===== src/rtl/cpu_datapath_sequencer.sv =====
// cpu_datapath_sequencer
//   Responder side of the control-unit command interface. It generates the
//   one-hot timing sequence T, executes the register, bus, memory and ALU
//   commands on AR, PC, DR, AC, IR and TR, and drives the external memory port.
//
// Ports
//   clk, reset_n              clock and asynchronous active-low reset
//   load_* / clear_* / inc_*  per-register commands (priority clear > load > inc)
//   seq_counter_RESET         next T returns to T0
//   memory_read/memory_write  memory strobes, passed through as mem_rd/mem_wr
//   bus_selectors             bus source: 0 zero, 1 AR, 2 PC, 3 DR, 4 AC, 5 IR, 6 TR, 7 mem_rdata
//   alu_enable, alu_mode      AC <= ALU(AC, DR)
//   mem_rdata                 combinational memory read data
//   T                         one-hot timing sequence
//   mem_addr/mem_wdata        AR and the bus
//   *_q, E_flag, Z_flag       architectural state for debug

module cpu_datapath_sequencer #(
    parameter int DATA_W = 8,
    parameter int ADDR_W = 8
) (
    input  logic              clk,
    input  logic              reset_n,
    input  logic              load_AR,
    input  logic              load_PC,
    input  logic              load_DR,
    input  logic              load_AC,
    input  logic              load_IR,
    input  logic              load_TR,
    input  logic              clear_AR,
    input  logic              clear_PC,
    input  logic              clear_DR,
    input  logic              clear_AC,
    input  logic              clear_TR,
    input  logic              inc_AR,
    input  logic              inc_PC,
    input  logic              inc_DR,
    input  logic              inc_AC,
    input  logic              inc_TR,
    input  logic              seq_counter_RESET,
    input  logic              memory_read,
    input  logic              memory_write,
    input  logic [2:0]        bus_selectors,
    input  logic              alu_enable,
    input  logic [2:0]        alu_mode,
    input  logic [DATA_W-1:0] mem_rdata,
    output logic [7:0]        T,
    output logic [ADDR_W-1:0] mem_addr,
    output logic [DATA_W-1:0] mem_wdata,
    output logic              mem_rd,
    output logic              mem_wr,
    output logic [ADDR_W-1:0] AR_q,
    output logic [ADDR_W-1:0] PC_q,
    output logic [DATA_W-1:0] DR_q,
    output logic [DATA_W-1:0] AC_q,
    output logic [DATA_W-1:0] IR_q,
    output logic [DATA_W-1:0] TR_q,
    output logic              E_flag,
    output logic              Z_flag
);

    typedef enum logic [2:0] {
        ALU_AND  = 3'd0,
        ALU_OR   = 3'd1,
        ALU_ADD  = 3'd2,
        ALU_SUB  = 3'd3,
        ALU_XOR  = 3'd4,
        ALU_PASS = 3'd5,
        ALU_NOT  = 3'd6,
        ALU_SHL  = 3'd7
    } alu_op_e;

    logic [7:0]        T_q, T_d;
    logic [ADDR_W-1:0] AR_d, PC_d;
    logic [DATA_W-1:0] DR_d, AC_d, IR_d, TR_d;
    logic              E_d, Z_d;

    logic [DATA_W-1:0] bus;
    logic [DATA_W-1:0] alu_res;
    logic              alu_e;
    logic              alu_e_upd;
    logic              alu_z_upd;
    logic [DATA_W:0]   add_ext;
    logic [DATA_W:0]   sub_ext;

    // Bus source, built from pre-edge register contents.
    // NOTE: every signal assigned in always_comb gets a default first so no latch is inferred.
    always_comb begin
        bus = '0;
        unique case (bus_selectors)
            3'd0: bus = '0;
            3'd1: bus = DATA_W'(AR_q);
            3'd2: bus = DATA_W'(PC_q);
            3'd3: bus = DR_q;
            3'd4: bus = AC_q;
            3'd5: bus = IR_q;
            3'd6: bus = TR_q;
            3'd7: bus = mem_rdata;
            default: bus = '0;
        endcase
    end

    // ALU. The extra top bit of add_ext/sub_ext is carry out / borrow.
    always_comb begin
        add_ext   = {1'b0, AC_q} + {1'b0, DR_q};
        sub_ext   = {1'b0, AC_q} - {1'b0, DR_q};
        alu_res   = AC_q;
        alu_e     = E_flag;
        alu_e_upd = 1'b0;
        alu_z_upd = 1'b1;
        unique case (alu_op_e'(alu_mode))
            ALU_AND:  alu_res = AC_q & DR_q;
            ALU_OR:   alu_res = AC_q | DR_q;
            ALU_ADD: begin
                alu_res   = add_ext[DATA_W-1:0];
                alu_e     = add_ext[DATA_W];
                alu_e_upd = 1'b1;
            end
            ALU_SUB: begin
                alu_res   = sub_ext[DATA_W-1:0];
                alu_e     = sub_ext[DATA_W];
                alu_e_upd = 1'b1;
            end
            ALU_XOR:  alu_res = AC_q ^ DR_q;
            ALU_PASS: alu_z_upd = 1'b0;
            ALU_NOT:  alu_res = ~AC_q;
            ALU_SHL: begin
                alu_res   = {AC_q[DATA_W-2:0], 1'b0};
                alu_e     = AC_q[DATA_W-1];
                alu_e_upd = 1'b1;
            end
            default: alu_res = AC_q;
        endcase
    end

    // Next-state logic: per register, clear > load > inc; AC inserts the ALU between load and inc.
    always_comb begin
        T_d = seq_counter_RESET ? 8'h01 : {T_q[6:0], T_q[7]};

        AR_d = AR_q;
        if (clear_AR)     AR_d = '0;
        else if (load_AR) AR_d = ADDR_W'(bus);
        else if (inc_AR)  AR_d = AR_q + ADDR_W'(1);

        PC_d = PC_q;
        if (clear_PC)     PC_d = '0;
        else if (load_PC) PC_d = ADDR_W'(bus);
        else if (inc_PC)  PC_d = PC_q + ADDR_W'(1);

        DR_d = DR_q;
        if (clear_DR)     DR_d = '0;
        else if (load_DR) DR_d = bus;
        else if (inc_DR)  DR_d = DR_q + DATA_W'(1);

        TR_d = TR_q;
        if (clear_TR)     TR_d = '0;
        else if (load_TR) TR_d = bus;
        else if (inc_TR)  TR_d = TR_q + DATA_W'(1);

        IR_d = load_IR ? bus : IR_q;

        // Flags move only when the ALU actually owns AC this cycle.
        AC_d = AC_q;
        E_d  = E_flag;
        Z_d  = Z_flag;
        if (clear_AC) begin
            AC_d = '0;
        end else if (load_AC) begin
            AC_d = bus;
        end else if (alu_enable) begin
            AC_d = alu_res;
            if (alu_e_upd) E_d = alu_e;
            if (alu_z_upd) Z_d = (alu_res == '0);
        end else if (inc_AC) begin
            AC_d = AC_q + DATA_W'(1);
        end
    end

    // NOTE: sequential state uses non-blocking assignments so every flop samples pre-edge values.
    always_ff @(posedge clk or negedge reset_n) begin
        if (!reset_n) begin
            T_q    <= 8'h01;
            AR_q   <= '0;
            PC_q   <= '0;
            DR_q   <= '0;
            AC_q   <= '0;
            IR_q   <= '0;
            TR_q   <= '0;
            E_flag <= 1'b0;
            Z_flag <= 1'b0;
        end else begin
            T_q    <= T_d;
            AR_q   <= AR_d;
            PC_q   <= PC_d;
            DR_q   <= DR_d;
            AC_q   <= AC_d;
            IR_q   <= IR_d;
            TR_q   <= TR_d;
            E_flag <= E_d;
            Z_flag <= Z_d;
        end
    end

    assign T         = T_q;
    assign mem_addr  = AR_q;
    assign mem_wdata = bus;
    assign mem_rd    = memory_read;
    // A simultaneous read and write is a protocol error; the read wins.
    assign mem_wr    = memory_write & ~memory_read;

endmodule


===== config.mk =====
export PLATFORM = sky130hd
export DESIGN_NAME = cpu_datapath_sequencer
export DESIGN_NICKNAME = d
export VERILOG_FILES = /design/src/rtl/cpu_datapath_sequencer.sv
export SDC_FILE = /design/constraint.sdc
export NUM_CORES = 1
export LEC_CHECK = 0
export CORE_MARGIN = 3
export CORE_UTILIZATION = 56
export DETAILED_ROUTE_END_ITERATION = 12
export HOLD_SLACK_MARGIN = 0.03
export PLACE_DENSITY = 0.88
export RECOVER_POWER = 25
export SYNTH_ARGS = -nofsm -noshare
export SYNTH_HDL_FRONTEND = slang
export SYNTH_SLANG_ARGS = --single-unit

===== constraint.sdc =====
create_clock -name clk -period 4.9 [get_ports clk]
set_input_delay 0.98 -clock clk [delete_from_list [all_inputs] [get_ports clk]]
set_output_delay 0.98 -clock clk [all_outputs]
set_load 0.02 [all_outputs]

# Yosys cells after proc, flatten, opt, wreduce, memory -nomap -nowiden
# Cells that the tools add are included.
# classes
n_addsub	7
n_mul	0
div	0
n_lt_le_gt_ge	0
n_eq_ne	14
n_shift	0
mux	21
bitwise_logic	9
reduce_logical	12
# ops
op	count
2-to-1 mux 8 bit	17
one-hot mux 8 bit (8 select lines)	1
one-hot mux 8 bit (7 select lines)	1
adder 8 x 1 -> 8 bit (second input constant)	5
equality test 3 bit (second input constant)	8
nonzero test 3 bit	5
equality test 3 x 2 -> 1 bit (second input constant)	4
adder 8 x 8 -> 9 bit	1
subtractor 8 x 8 -> 9 bit	1
AND 8 bit	1
zero test 8 bit	1
inverter 8 bit	1
bitwise OR 8 bit	1
XOR 8 bit	1
equality test 3 x 1 -> 1 bit (second input constant)	2
zero test 3 bit	2
AND reduction 5 bit	1
inverter 1 bit	4
AND reduction 4 bit	1
nonzero test 4 bit	1
one-hot mux 1 bit (3 select lines)	1
OR reduction 3 bit	1
AND 1 bit	1
2-to-1 mux 1 bit	1
# totals
regBits	58
latch_bits	0
ramBits	0
rom_bits	0
in_bits	36
output_inout_bits	76
elab_cells	72
mem_count	0

# Longest topological paths before layout
# logic_depth
ltp_word	5
mapped_depth	11
mapped_depth_nobuf	11

# Worst setup path before layout
# OpenSTA, ideal clock, no wires.
# synth_timing
path_type	input-to-output
from	input bus_selectors[0]
to	output mem_wdata[6]
arrival_ns	2.241
t_required_ns	3.920
setup_slack_ns	1.679
cell_stages	4
n_path_buf	1
path_cell_list	clkbuf_1 -> mux4_2 -> o21ai_1 -> inv_1
# synth_via
elab_chain_cells	2
elab_cells_between_ends	9
classes_between	7 x eq/ne; 1 x mux; 1 x reduce/logical
# synth_rtl
element	line_no	source
start, declared	43	input logic [2:0] bus_selectors,
equality test 3 bit, or another cell as far along	90	unique case (bus_selectors)
one-hot mux 8 bit (8 select lines) *	90	
end, declared	49	output logic [DATA_W-1:0] mem_wdata,
# Mark *: on every way between the ends. The rest lies on a longest branch, timed or not.

# Final worst setup path
# layout_timing
from	input bus_selectors[1]
to	output mem_wdata[0]
# The elaborated chain is that of the path after synthesis.

==> flow_metrics.env <==
export IMPL_status="finished with violations"
export IMPL_violations="max-capacitance violations, max-slew violations"
export IMPL_grt_pass1_vias=4834
export IMPL_grt_max_degree=59
export IMPL_ant_nets=0
export IMPL_tritoncts="yes"
export IMPL_clkLatencyLatePin_ns=0.35
export IMPL_ys_seq_elements=58
export IMPL_synth_flop_cell="dfrtp_1"
export IMPL_syn_avg_cell_area_sq_um=8.30
export IMPL_placed_area_sq_um=6000
export IMPL_rr_endpoint="Z_flag"
export IMPL_vias=5078
export IMPL_layout_cells_non_filler=786
export IMPL_final_util_pct=74.2
export IMPL_setup_violations=0
export IMPL_wire_per_inst_microns=20.3
export IMPL_startpoint_type="primary input"
export IMPL_clk_path_buf_depth=2
export IMPL_yosysUniqueCellTypes=69
export IMPL_worstSetupPathType="primary input to output port"
export IMPL_crit_required_ns=3.92
export IMPL_ios=112
export IMPL_start_util_pct=58.8
export IMPL_synthDominantCellAreaShare_pct=28.9
export IMPL_total_power_mw=1.70
export IMPL_worst_ep_arrival_time_ns=3.41
export IMPL_rsz0062_at_grt="no"
export IMPL_numCtsBuffers=9
export IMPL_async_flop_share_pct=100
export IMPL_yosysSeqAreaShare_pct=29.5
export IMPL_regToRegSetupSlack_ns=1.81
export IMPL_dp_slack_ns=0.537
export IMPL_cts_sinks=58
export IMPL_skew_ns=0.0107
export IMPL_die_area_sq_um=9960
export IMPL_grt_antenna_before_repair=0
export IMPL_period_needed_ns=4.39
export IMPL_portBuffers=111
export IMPL_worst_pin_slew_ns=3.04
export IMPL_drv_slew=59
export IMPL_end_kind="output port"
export IMPL_synth_largest_area_cell="dfrtp_1"
export IMPL_drt_wl_total_microns=15900
export IMPL_pwr_density_cell_nw_per_um2=273
export IMPL_ctsHoldBuffers=0
export IMPL_finalCritPeriodShare_pct=89.7
export IMPL_yosys_warnings=0
export IMPL_seqCellArea_sq_um=1450
export IMPL_vias_per_cell=6.46
export IMPL_hold_violations=0
export IMPL_dr_pass1_iters=8
export IMPL_peakVddDrop_v=0.000188
export IMPL_min_path_cells=1
export IMPL_grt_pass1_wl_microns=24900
export IMPL_slew_headroom_pct=-103
export IMPL_drive_above_1_share_pct=7.64
export IMPL_netlist_area_sq_um=4930
export IMPL_synth_edf_count=0
export IMPL_holdPathEnd="T[0]"
export IMPL_cts_root_buffer="clkbuf_8"
export IMPL_maxCapViolations=1
export IMPL_stdcell_area_sq_um=6220
export IMPL_postCtsSetupBuffers=0
export IMPL_fin_ws_ns=0.506
export IMPL_die_w_microns=99.8
export IMPL_htreeDepth=3
export IMPL_reg2reg_depth=9
export IMPL_fill_cells=585
export IMPL_synth_common_cells="nor2_1 (64), dfrtp_1 (57), nand2_1 (47), a211oi_1 (43)"
export IMPL_syn_inst=594
export IMPL_drt_iter0_markers=486
export IMPL_grt_total_usage_pct=31.7
export IMPL_synth_nets=661
export IMPL_syn2layout_area_growth_pct=26.3
export IMPL_place_inst=770
export IMPL_path_max_fanout=15
export IMPL_synth_area_leaders="dfrtp_1 (29%), ha_1 (7.4%), a211oi_1 (6.5%), xnor2_1 (5.3%), nor2_1 (4.9%)"
export IMPL_drc=0
export IMPL_n_antenna_cell=0
export IMPL_dp_hpwl_microns=11700
export IMPL_cts_resized=0
export IMPL_place_congestion=0.935
export IMPL_cellLeakagePower_nw=2.52
export IMPL_multi_input_area_sq_um=3070
export IMPL_placementRows=33
export IMPL_hp_start="T[7]"
export IMPL_finalNetCount=743
export IMPL_whs_ns=0.464
export IMPL_fp_dieH_microns=99.8
export IMPL_hp_class="register to register"
export IMPL_overflow=0
export IMPL_yosysMostFrequentCell="nor2_1"
export IMPL_coreArea_sq_um=8380
export IMPL_timing_rr_start="AC_q[1]"
export IMPL_path_clk_slew_ns=0.07
export IMPL_tns_ns=0
export IMPL_fmax_mhz=228
-- registers in the layout, summed over array words and instances (netlist names) --
| register | flops |
|---|---|
| AC_q | 8 |
| IR_q | 8 |
| E_flag | 1 |
| Z_flag | 1 |
| AR_q | 8 |
| PC_q | 8 |
| DR_q | 8 |
| TR_q | 8 |
| T | 8 |
-- placed cells by master, fill, tap and decap left out, drive strengths merged, types with 15 or more instances in the layout --
cell           netlist  routed
a211oi              44      44
a21oi               36      36
clkdlybuf4s50        0     110
dfrtp               57      57
ha                  29      29
inv                 37      37
nand2               47      47
nand4               15      15
nor2                64      64
nor2b               23      23
o21ai               23      23
xnor2               30      30
-- final cells by class --
class                      instances  area share (%)
timing repair buffer             124            19.3
multi-input combinational        446            49.3
clock inverter                     4            1.19
inverter                          37            2.23
tap                              105            2.11
clock buffer                      12            2.49
sequential                        58            23.3
-- where the power goes --
| part | switching, mW | internal [mW] | total (mW) | leakage [nW] |
|---|---|---|---|---|
| Sequential | 0.0764 | 0.517 | 0.593 | 0.758 |
| Clock | 0.203 | 0.314 | 0.518 | 0.117 |
| Combinational | 0.328 | 0.261 | 0.589 | 1.65 |
-- worst max-delay path: stages --
cell and delay, ns:
clkdlybuf4s50_1 0.83, mux2_2 0.40, a22o_1 0.20, a221oi_2 0.39, inv_2 0.07, clkdlybuf4s50_1 0.55
-- worst max-delay path by stage --
stage / startpoint / endpoint / slack [ns] / cells past startpoint
final: bus_selectors[1] / mem_wdata[0] / 0.51 / 6
after global routing: bus_selectors[1] / mem_wdata[3] / 0.38 / 6
after CTS: bus_selectors[1] / mem_wdata[0] / 0.53 / 6
after detailed placement: bus_selectors[1] / mem_wdata[0] / 0.54 / 6
after global placement: bus_selectors[1] / mem_wdata[0] / 0.59 / 6
after floorplan: bus_selectors[0] / mem_wdata[6] / 1.68 / 4
-- logic make-up after synthesis --
group	after synthesis	synth area share, %
buf+inv	90	8.23
compound gates	164	23.5
xor+xnor	36	6.40
mux	19	5.10
flops	58	29.5
fa+ha+maj	31	8.17
simple gates	196	19.1
-- per-layer routing --
layer,part of all wire [%],up-vias,GRT usage (%)
li1,-,2290,-
met1,37,2376,40.1
met2,48,336,50.9
met3,10,76,6.39
met4,5.2,0,17.1
met5,0,-,0
Power figures use the tool's default switching activity.
